**src/rtl/rf_slew_irq_gen.sv**
```systemverilog
// Per-channel RF slew-fault qualifier: debounces raw slew flags through a
// qualify/hold-off FSM and raises a maskable sticky interrupt plus a saturating event count.
module rf_slew_irq_gen #(
   parameter int N_CH     = 8,
   parameter int QUAL_CYC = 4,
   parameter int HOLD_CYC = 16,
   parameter int CNT_W    = 32
) (
   input  logic                        clk,
   input  logic                        rst_n,
   input  logic [N_CH-1:0]             slew_fault_raw,
   input  logic [N_CH-1:0]             mon_en,
   input  logic [N_CH-1:0]             rf_slew_rate_irq_mask,
   input  logic [N_CH-1:0]             rf_slew_rate_irq_clr,
   input  logic [N_CH-1:0]             rf_slew_fault_clr,
   output logic [N_CH-1:0]             rf_slew_rate_irq,
   output logic                        rf_slew_irq_any,
   output logic [N_CH-1:0][CNT_W-1:0]  rf_slew_fault_count,
   output logic [N_CH-1:0]             rf_slew_active
);

   localparam int QMAX = (QUAL_CYC > HOLD_CYC) ? QUAL_CYC : HOLD_CYC;
   localparam int QW   = $clog2(QMAX + 1);

   typedef enum logic [1:0] {
      IDLE    = 2'd0,
      QUAL    = 2'd1,
      ACTIVE  = 2'd2,
      RECOVER = 2'd3
   } state_t;

   logic [N_CH-1:0] status_vec_s;

   for (genvar g = 0; g < N_CH; g++) begin : g_ch
      state_t           state_r;
      logic [QW-1:0]    qcnt_r;
      logic             active_r;
      logic             status_r;
      logic [CNT_W-1:0] count_r;
      logic             event_s;
      logic             raw_s;

      assign raw_s = slew_fault_raw[g];

      // Event fires on the edge that samples the QUAL_CYC-th consecutive high.
      always_comb begin
         event_s = 1'b0;
         if (mon_en[g] && raw_s) begin
            case (state_r)
               IDLE:    event_s = (QUAL_CYC == 32'sd1);
               QUAL:    event_s = (qcnt_r == QW'(QUAL_CYC - 1));
               default: event_s = 1'b0;
            endcase
         end else begin
            event_s = 1'b0;
         end
      end

      // Qualify / hold-off state machine with registered activity flag.
      always_ff @(posedge clk or negedge rst_n) begin
         if (!rst_n) begin
            state_r  <= IDLE;
            qcnt_r   <= '0;
            active_r <= 1'b0;
         end else if (!mon_en[g]) begin
            state_r  <= IDLE;
            qcnt_r   <= '0;
            active_r <= 1'b0;
         end else begin
            case (state_r)
               IDLE: begin
                  if (raw_s && event_s) begin
                     state_r  <= ACTIVE;
                     qcnt_r   <= '0;
                     active_r <= 1'b1;
                  end else if (raw_s) begin
                     state_r  <= QUAL;
                     qcnt_r   <= QW'(1);
                     active_r <= 1'b0;
                  end else begin
                     state_r  <= IDLE;
                     qcnt_r   <= '0;
                     active_r <= 1'b0;
                  end
               end
               QUAL: begin
                  if (!raw_s) begin
                     state_r  <= IDLE;
                     qcnt_r   <= '0;
                     active_r <= 1'b0;
                  end else if (event_s) begin
                     state_r  <= ACTIVE;
                     qcnt_r   <= '0;
                     active_r <= 1'b1;
                  end else begin
                     state_r  <= QUAL;
                     qcnt_r   <= qcnt_r + QW'(1);
                     active_r <= 1'b0;
                  end
               end
               ACTIVE: begin
                  if (!raw_s) begin
                     state_r <= RECOVER;
                     qcnt_r  <= QW'(1);
                  end else begin
                     state_r <= ACTIVE;
                     qcnt_r  <= '0;
                  end
                  active_r <= 1'b1;
               end
               RECOVER: begin
                  // A high sample here is chatter on an existing fault, not a new event.
                  if (raw_s) begin
                     state_r  <= ACTIVE;
                     qcnt_r   <= '0;
                     active_r <= 1'b1;
                  end else if (qcnt_r == QW'(HOLD_CYC)) begin
                     state_r  <= IDLE;
                     qcnt_r   <= '0;
                     active_r <= 1'b0;
                  end else begin
                     state_r  <= RECOVER;
                     qcnt_r   <= qcnt_r + QW'(1);
                     active_r <= 1'b1;
                  end
               end
               default: begin
                  state_r  <= IDLE;
                  qcnt_r   <= '0;
                  active_r <= 1'b0;
               end
            endcase
         end
      end

      // Sticky status: set has priority over clear.
      always_ff @(posedge clk or negedge rst_n) begin
         if (!rst_n) begin
            status_r <= 1'b0;
         end else if (event_s) begin
            status_r <= 1'b1;
         end else if (rf_slew_rate_irq_clr[g]) begin
            status_r <= 1'b0;
         end else begin
            status_r <= status_r;
         end
      end

      // Saturating event counter; a coincident clear and event leaves one count.
      always_ff @(posedge clk or negedge rst_n) begin
         if (!rst_n) begin
            count_r <= '0;
         end else if (rf_slew_fault_clr[g]) begin
            count_r <= {{(CNT_W-1){1'b0}}, event_s};
         end else if (event_s && (count_r != {CNT_W{1'b1}})) begin
            count_r <= count_r + CNT_W'(1);
         end else begin
            count_r <= count_r;
         end
      end

      assign status_vec_s[g]        = status_r;
      assign rf_slew_active[g]      = active_r;
      assign rf_slew_fault_count[g] = count_r;
   end

   assign rf_slew_rate_irq = status_vec_s & ~rf_slew_rate_irq_mask;
   assign rf_slew_irq_any  = |rf_slew_rate_irq;

endmodule

```
**config.mk**
```make
export PLATFORM = sky130hd
export DESIGN_NAME = rf_slew_irq_gen
export DESIGN_NICKNAME = d
export VERILOG_FILES = /design/src/rtl/rf_slew_irq_gen.sv
export SDC_FILE = /design/constraint.sdc
export NUM_CORES = 1
export LEC_CHECK = 0
export CORE_ASPECT_RATIO = 0.75
export CORE_MARGIN = 2
export CORE_UTILIZATION = 53
export CTS_CLUSTER_SIZE = 20
export DETAILED_ROUTE_END_ITERATION = 10
export PLACE_DENSITY_LB_ADDON = 0.12
export RECOVER_POWER = 50
export SYNTH_ARGS = -nofsm -noshare
export SYNTH_HDL_FRONTEND = slang
export SYNTH_SLANG_ARGS = --single-unit
```
**constraint.sdc**
```tcl
create_clock -name clk -period 2.9 [get_ports clk]
set_clock_uncertainty 0.2 [all_clocks]
set_input_delay 0.29 -clock clk [delete_from_list [all_inputs] [get_ports clk]]
set_output_delay 0.29 -clock clk [all_outputs]
set_load 0.01 [all_outputs]
```
==> run_results.csv, run 1 <==
group,metric,value,unit
routing,via_per_inst,6.19,
synth,yosysTopAreaCell,"dfrtp_1",
synth,async_reset_ff_share,100,%
layout,area_delta_synth_final,30.4,%
cts,cts_root_buffer,"clkbuf_16",
critical_path,crit_path_end_kind,"flip-flop",
floorplan,num_rows,57,
layout,diodes,0,
sta,final-hold-violation-count,0,
sta,worstMarginPinSlew,1900,ps
place,dp_worst_setup_slack,-19.8,ps
critical_path,cp.arrival,3030,ps
global_routing,antenna_found_initial,2,
place,post-dp-hpwl,35800,um
cts,cts-htree-levels,2,
synth,synth_top_flop_cell,"dfrtp_1",
routing,wl_per_cell,18.2,um
synth,synth_edf_count,0,
synth,postSynthAreaPerCell,9.07,um2
power,power.density,417,nW/um2
power,swShare,21.7,%
sta,period_needed,2790,ps
power,leakage,8.44,nW
sta,fmax,359,MHz
place,gp_congestion,0.879,
synth,yosysTopAreaCellShare,45.6,%
routing,dr.pass1.iters,6,
sta,fin_ws,113,ps
global_routing,grt_pass1_vias,16200,
sta,drv_slew,68,
layout,layout.nets,2363,
sta,setup_viol,0,
routing,post-route-drc-count,0,
sta,holdWs,123,ps
floorplan,fp.coreArea,32500,um2
synth,syn_nets,2001,
synth,postSynthCellCount,1935,
floorplan,die_w,214,um
critical_path,startpoint_type,"flip-flop",
run,drv_cap,1,
global_routing,grt_pass1_wl,82100,um
synth,ys_seq_elements,320,
synth,netlist_area,17600,um2
layout,layout_commonest_cell,"dfrtp_1",
floorplan,dieArea,34600,um2
cts,clockBufferDepth,3,
layout,layout-drive-gt1-share,8.88,%
global_routing,grt_max_degree,70,
worst_hold_path,holdPathStages,2,
power,clockPowerShare,49.5,%
cts,numCtsBuffers,35,
global_routing,gr-usage-all-layers,28.3,%
critical_path,required,3140,ps
routing,postRouteWirelength,50300,um
synth,synth-warning-count,0,
cts,tritoncts,"built",
critical_path,setup.worst_path.class,"flip-flop to flip-flop",
power,pwr-share-seq,47.1,%
floorplan,initial_core_util,54.0,%
cts,insertion_delay,520,ps
routing,drtIter0Drc,1530,
power,power_switching,2.06,mW
cts,cts_sinks,320,
floorplan,num_io_pins,315,
sta,rsz0062_at_grt,"yes",
power,ir_worst_vdd,0.379,mV
cts,clk_pin_slew,70,ps
routing,antenna_left,0,
synth,ys_top_cells_by_area,"dfrtp_1 (46%), a21oi_1 (5.9%), or3_1 (3.9%)",
sta,fin_crit_sh,96.1,%
floorplan,die_h,162,um
power,share_comb_of_total_power,3.3,%
synth,yosysSeqAreaShare,45.6,%
outcome,status,"finished, violations left",
synth,ys_types,68,
worst_hold_path,hold_class,"input port to flip-flop",
outcome,violations,"capacitance limit, slew limit",
global_routing,grt_overflow,0,
layout,most-common-layout-cells,"dfrtp_1 (320), clkdlybuf4s50_1 (313), a21oi_1 (207), nor2_1 (146), o21ai_0 (128)",
sta,max_slew_margin,-26.8,%
sta,tns,0,ps
layout,finish.utilization,70.4,%
place,io_buffers,314,
critical_path,r2r.worst_path.cells,7,
critical_path,crit_fanout,5,
routing,num_vias,17100,
power,intPower,7.47,mW
==> worst max-delay path: stages (launching register included) <==
cell and delay (ps):
dfrtp_1 370, ha_1 220, or4b_1 540, nor4_4 380, buf_4 180, o2111ai_1 260
or3_1 400, a21oi_1 160
==> layer usage <==
layer | vias up | part of all wire [%] | GRT usage (%)
li1 | 8037 | - | -
met4 | 2 | 2.3 | 8.08
met5 | - | 0.016 | 0
met2 | 536 | 47 | 45.7
met3 | 89 | 6.1 | 5.37
met1 | 8425 | 45 | 39.3
==> cell type report <==
class | instances | area [um2]
Clock inverter | 9 | 148
Fill cell | 2486 | 9640
Sequential cell | 320 | 8010
Timing Repair Buffer | 405 | 3850
Clock buffer | 51 | 1060
Multi-Input combinational cell | 1467 | 9000
Inverter | 68 | 255
Tap cell | 442 | 553
==> synth_stat cells, types with 6 or more instances <==
master and instances:
nand3_1 111, or3_1 109, a21boi_0 8, o2111ai_1 7, mux2i_1 6, a21oi_1 207
or4b_2 6, nand3b_1 9, nand4_1 69, nor4_1 34, or2_2 12, mux2_2 16
or4_1 86, dfrtp_1 320, a211oi_1 9, nor2b_1 27, nor3_1 35, clkbuf_1 62
o31ai_1 85, o21a_1 11, xnor2_1 28, nand2b_1 11, ha_1 24, nor4b_1 9
o41ai_1 6, nand2_1 122, nor2_1 147, and3_1 11, xor2_1 25, and2_1 7
buf_4 8, inv_1 68, nand4b_1 7, o211ai_1 10, o21ai_0 128, and4_1 31
==> logic make-up (layout without fill, tap and decap cells) <==
| logic type | count (synthesis) | after routing | share of synthesized area [%] |
|---|---|---|---|
| compound gates | 499 | 499 | 17.0 |
| xor+xnor | 53 | 53 | 2.64 |
| fa+ha+maj | 24 | 24 | 1.71 |
| mux | 22 | 22 | 1.37 |
| buf+inv | 148 | 533 | 3.45 |
| flops | 320 | 320 | 45.6 |
| simple gates | 869 | 869 | 28.2 |
==> power by group through the flow <==
stage | Clock (mW) | Sequential [mW] | Combinational [mW]
after floorplan | 0 | 4.57 | 0.103
after global placement | 0 | 4.57 | 0.320
after detailed placement | 0 | 4.57 | 0.326
after CTS | 4.79 | 4.49 | 0.330
after global routing | 4.99 | 4.49 | 0.358
final | 4.72 | 4.49 | 0.318
==> metrics by stage <==
step / area, um2 / instances / total power, mW
after detailed placement: 21600 / 2699 / 4.90
after CTS: 22900 / 2760 / 9.61
after floorplan: 17600 / 1935 / 4.68
final: 22900 / 2762 / 9.53
after global routing: 22900 / 2762 / 9.84
after global placement: 21600 / 2699 / 4.89
==> sequential cells by signal (all words and copies together), names as in the netlist <==
register	cells
g_ch.count_r	256
g_ch.state_r	8
g_ch.qcnt_r	40
g_ch.status_r	8
g_ch.active_r	8
==> worst paths after layout <==
kind,start,slack (ps),endpoint
worst max-delay path,g_ch[2].qcnt_r[0],110,g_ch[2].count_r[21]
worst min-delay path,rf_slew_rate_irq_clr[5],120,g_ch[5].status_r
worst min register to register,g_ch[6].status_r,340,g_ch[6].status_r
worst max register to register,g_ch[2].qcnt_r[0],110,g_ch[2].count_r[21]
max in group asynchronous,rst_n,510,g_ch[5].count_r[14]
min in group asynchronous,rst_n,640,g_ch[6].count_r[25]
==> what timing repair did <==
action	4_1_cts	5_1_grt
hold buffers	1	0
endpoints found under the hold margin	60	0
pin swaps	0	2
setup endpoints to repair	1	29
cloned	0	0
resized for setup	1	9
setup buffers	0	2
Power figures use the tool's default switching activity.
==> run 2, diff against run 1 <==
CTS_CLUSTER_SIZE = 25   (was 20)
SLEW_MARGIN = 15   (was default)
==> results of run 2 <==
Same layout as run 1: the final DEF is identical, and so are final timing and power.
==> run 3, diff against run 2 <==
HOLD_SLACK_MARGIN = 0.1   (was default)
TNS_END_PERCENT = 1   (was default)
==> run 3 against run 2 <==
  * Combinational power hardly changed
  * Final cell count hardly changed
  * First-iteration DRC count fell by 4.6%
  * The run still ends with capacitance limit, slew limit left
  * Setup slack gained 33 ps
  * Clock-buffer cell count did not move
  * Global-route usage is the same
  * Sequential cell count is the same
  * Register-to-register slack gained 30 ps
  * Worst hold slack hardly changed
  * Largest power group unchanged
  * Fmax rose by 1.2%
  * Critical path type unchanged
  * Sequential power barely moved
  * Total power about the same
==> run_results.csv, run 3 (synthesis gave the netlist of run 1 again) <==
group,metric,value,unit
critical_path,cp.arrival,3000,ps
critical_path,setup.worst_path.class,"flip-flop to flip-flop",
sta,fmax,363,MHz
critical_path,cp_num_buf_inv,0,
cts,tritoncts,"built",
sta,holdWs,123,ps
layout,nFillCells,2492,
outcome,status,"finished, violations left",
sta,drv_slew,68,
place,gp_congestion,0.879,
global_routing,grt_pass1_wl,82100,um
layout,layout-drive-gt1-share,8.63,%
layout,layout_commonest_cell,"dfrtp_1",
layout,finish.utilization,70.3,%
sta,period_needed,2750,ps
sta,final-hold-violation-count,0,
power,power.density,417,nW/um2
worst_hold_path,hold-path-endpoint,"g_ch[5].status_r",
critical_path,crit_family,"simple AND/OR/NAND/NOR gates",
power,share_comb_of_total_power,3.3,%
sta,tns,0,ps
routing,post-route-drc-count,0,
layout,layout.nets,2361,
layout,area_delta_synth_final,30.2,%
critical_path,startpoint_type,"flip-flop",
power,pwr-share-seq,47.2,%
cts,cts_sinks,320,
global_routing,grt_overflow,0,
routing,via_per_inst,6.19,
worst_hold_path,hold_class,"input port to flip-flop",
critical_path,path_cells,"ha_1, or4b_4, or2_1, or3_4, or4_1, a21oi_1",
routing,dr.pass1.iters,6,
floorplan,die_w,214,um
critical_path,timing.rr.end,"g_ch[4].count_r[26]",
power,leakage,8.69,nW
critical_path,cp_slowest_stage_delay,500,ps
global_routing,gr-usage-all-layers,28.3,%
critical_path,regToRegStartpoint,"g_ch[4].qcnt_r[0]",
cts,cts_root_buffer,"clkbuf_16",
critical_path,ff2ff_setup_slack,150,ps
place,io_buffers,314,
power,intPower,7.47,mW
routing,drtIter0Drc,1459,
floorplan,die_h,162,um
worst_hold_path,holdPathStages,2,
routing,postRouteWirelength,50200,um
power,swShare,21.6,%
floorplan,num_rows,57,
sta,worstMarginPinSlew,1890,ps
floorplan,dieArea,34600,um2
critical_path,required,3150,ps
layout,largest_register,"g_ch.count_r",
cts,numCtsBuffers,35,
cts,clk_pin_slew,70,ps
power,clockPowerShare,49.5,%
routing,num_vias,17100,
power,power_switching,2.06,mW
layout,most-common-layout-cells,"dfrtp_1 (320), clkdlybuf4s50_1 (239), a21oi_1 (207), nor2_1 (147), o21ai_0 (128)",
run,drv_cap,1,
critical_path,crit_path_end_kind,"flip-flop",
floorplan,initial_core_util,54.0,%
sta,fin_crit_sh,95.0,%
critical_path,cp_slowest_cell,"or4b_4",
worst_hold_path,hp-start,"rf_slew_rate_irq_clr[5]",
floorplan,num_io_pins,315,
critical_path,crit_fanout,11,
layout,diodes,0,
power,power,9.53,mW
layout,largest_registers,"g_ch.count_r x256, g_ch.qcnt_r x40",
cts,clockBufferDepth,3,
critical_path,r2r.worst_path.cells,6,
routing,antenna_left,0,
cts,insertion_delay,520,ps
power,ir_worst_vdd,0.376,mV
floorplan,fp.coreArea,32500,um2
global_routing,grt_pass1_vias,16200,
routing,wl_per_cell,18.2,um
layout,largest_reg_flops,256,
cts,cts-htree-levels,2,
global_routing,antenna_found_initial,2,
sta,rsz0062_at_grt,"yes",
sta,setup_viol,0,
place,post-dp-hpwl,35800,um
outcome,violations,"capacitance limit, slew limit",
global_routing,grt_max_degree,70,
sta,max_slew_margin,-25.9,%
==> run 3: timing repair <==
item	CTS	global route
resized for setup	1	7
hold endpoints to repair	320	0
setup endpoints to repair	1	29
pin swaps	0	1
hold buffers	1	0
setup buffers	0	0
==> run 3: worst reg2reg max path: cells and delay by family (launching register included) <==
kind	cells	cell delay (ps)
AND/OR/NAND/NOR	4	1740
flip-flops	1	370
adder cells (fa/ha/maj)	1	220
AO/OA/AOI/OAI	1	150
==> run 3: worst max-delay path by stage <==
stage	start	end	slack, ps	cells past startpoint
CTS	g_ch[5].qcnt_r[1]	g_ch[5].count_r[21]	20	6
floorplan	g_ch[4].qcnt_r[0]	g_ch[4].count_r[28]	200	8
finish	g_ch[4].qcnt_r[0]	g_ch[4].count_r[26]	150	6
global placement	g_ch[5].qcnt_r[0]	g_ch[5].count_r[15]	110	6
detailed placement	g_ch[5].qcnt_r[1]	g_ch[5].count_r[15]	-20	6
global route	g_ch[7].qcnt_r[0]	g_ch[7].count_r[27]	-9	7
==> run 3: final cells by class <==
class	count	area, um2	area share (%)
multi-input cells	1467	8990	39.4
flip-flops and latches	320	8010	35.0
repair buffers	403	3830	16.8
clock buffers	51	1060	4.63
well taps	442	553	2.42
inverters	68	255	1.12
clock inverters	9	148	0.646
==> run 3: stage by stage <==
stage	cells	cell area [um2]	setup slack (ps)
detailed placement	2699	21600	-19.8
floorplan	1935	17600	200
CTS	2760	22900	22.6
global placement	2699	21600	115
finish	2760	22800	146
global route	2760	22800	-9.42
==> run 3: layer usage <==
layer	wire, um	global-route usage, %	share of wire [%]	vias up
li1	-	-	-	8031
met1	22200	39.3	44	8411
met2	23400	45.7	47	555
met3	3340	5.37	6.7	88
met4	1180	8.08	2.3	2
met5	8	0	0.016	-
==> run 3: power groups by stage <==
stage	combinational, mW	clock, mW	sequential (mW)
floorplan	0.103	0	4.57
global placement	0.320	0	4.57
detailed placement	0.326	0	4.57
CTS	0.330	4.79	4.49
global route	0.358	4.99	4.49
finish	0.317	4.72	4.49
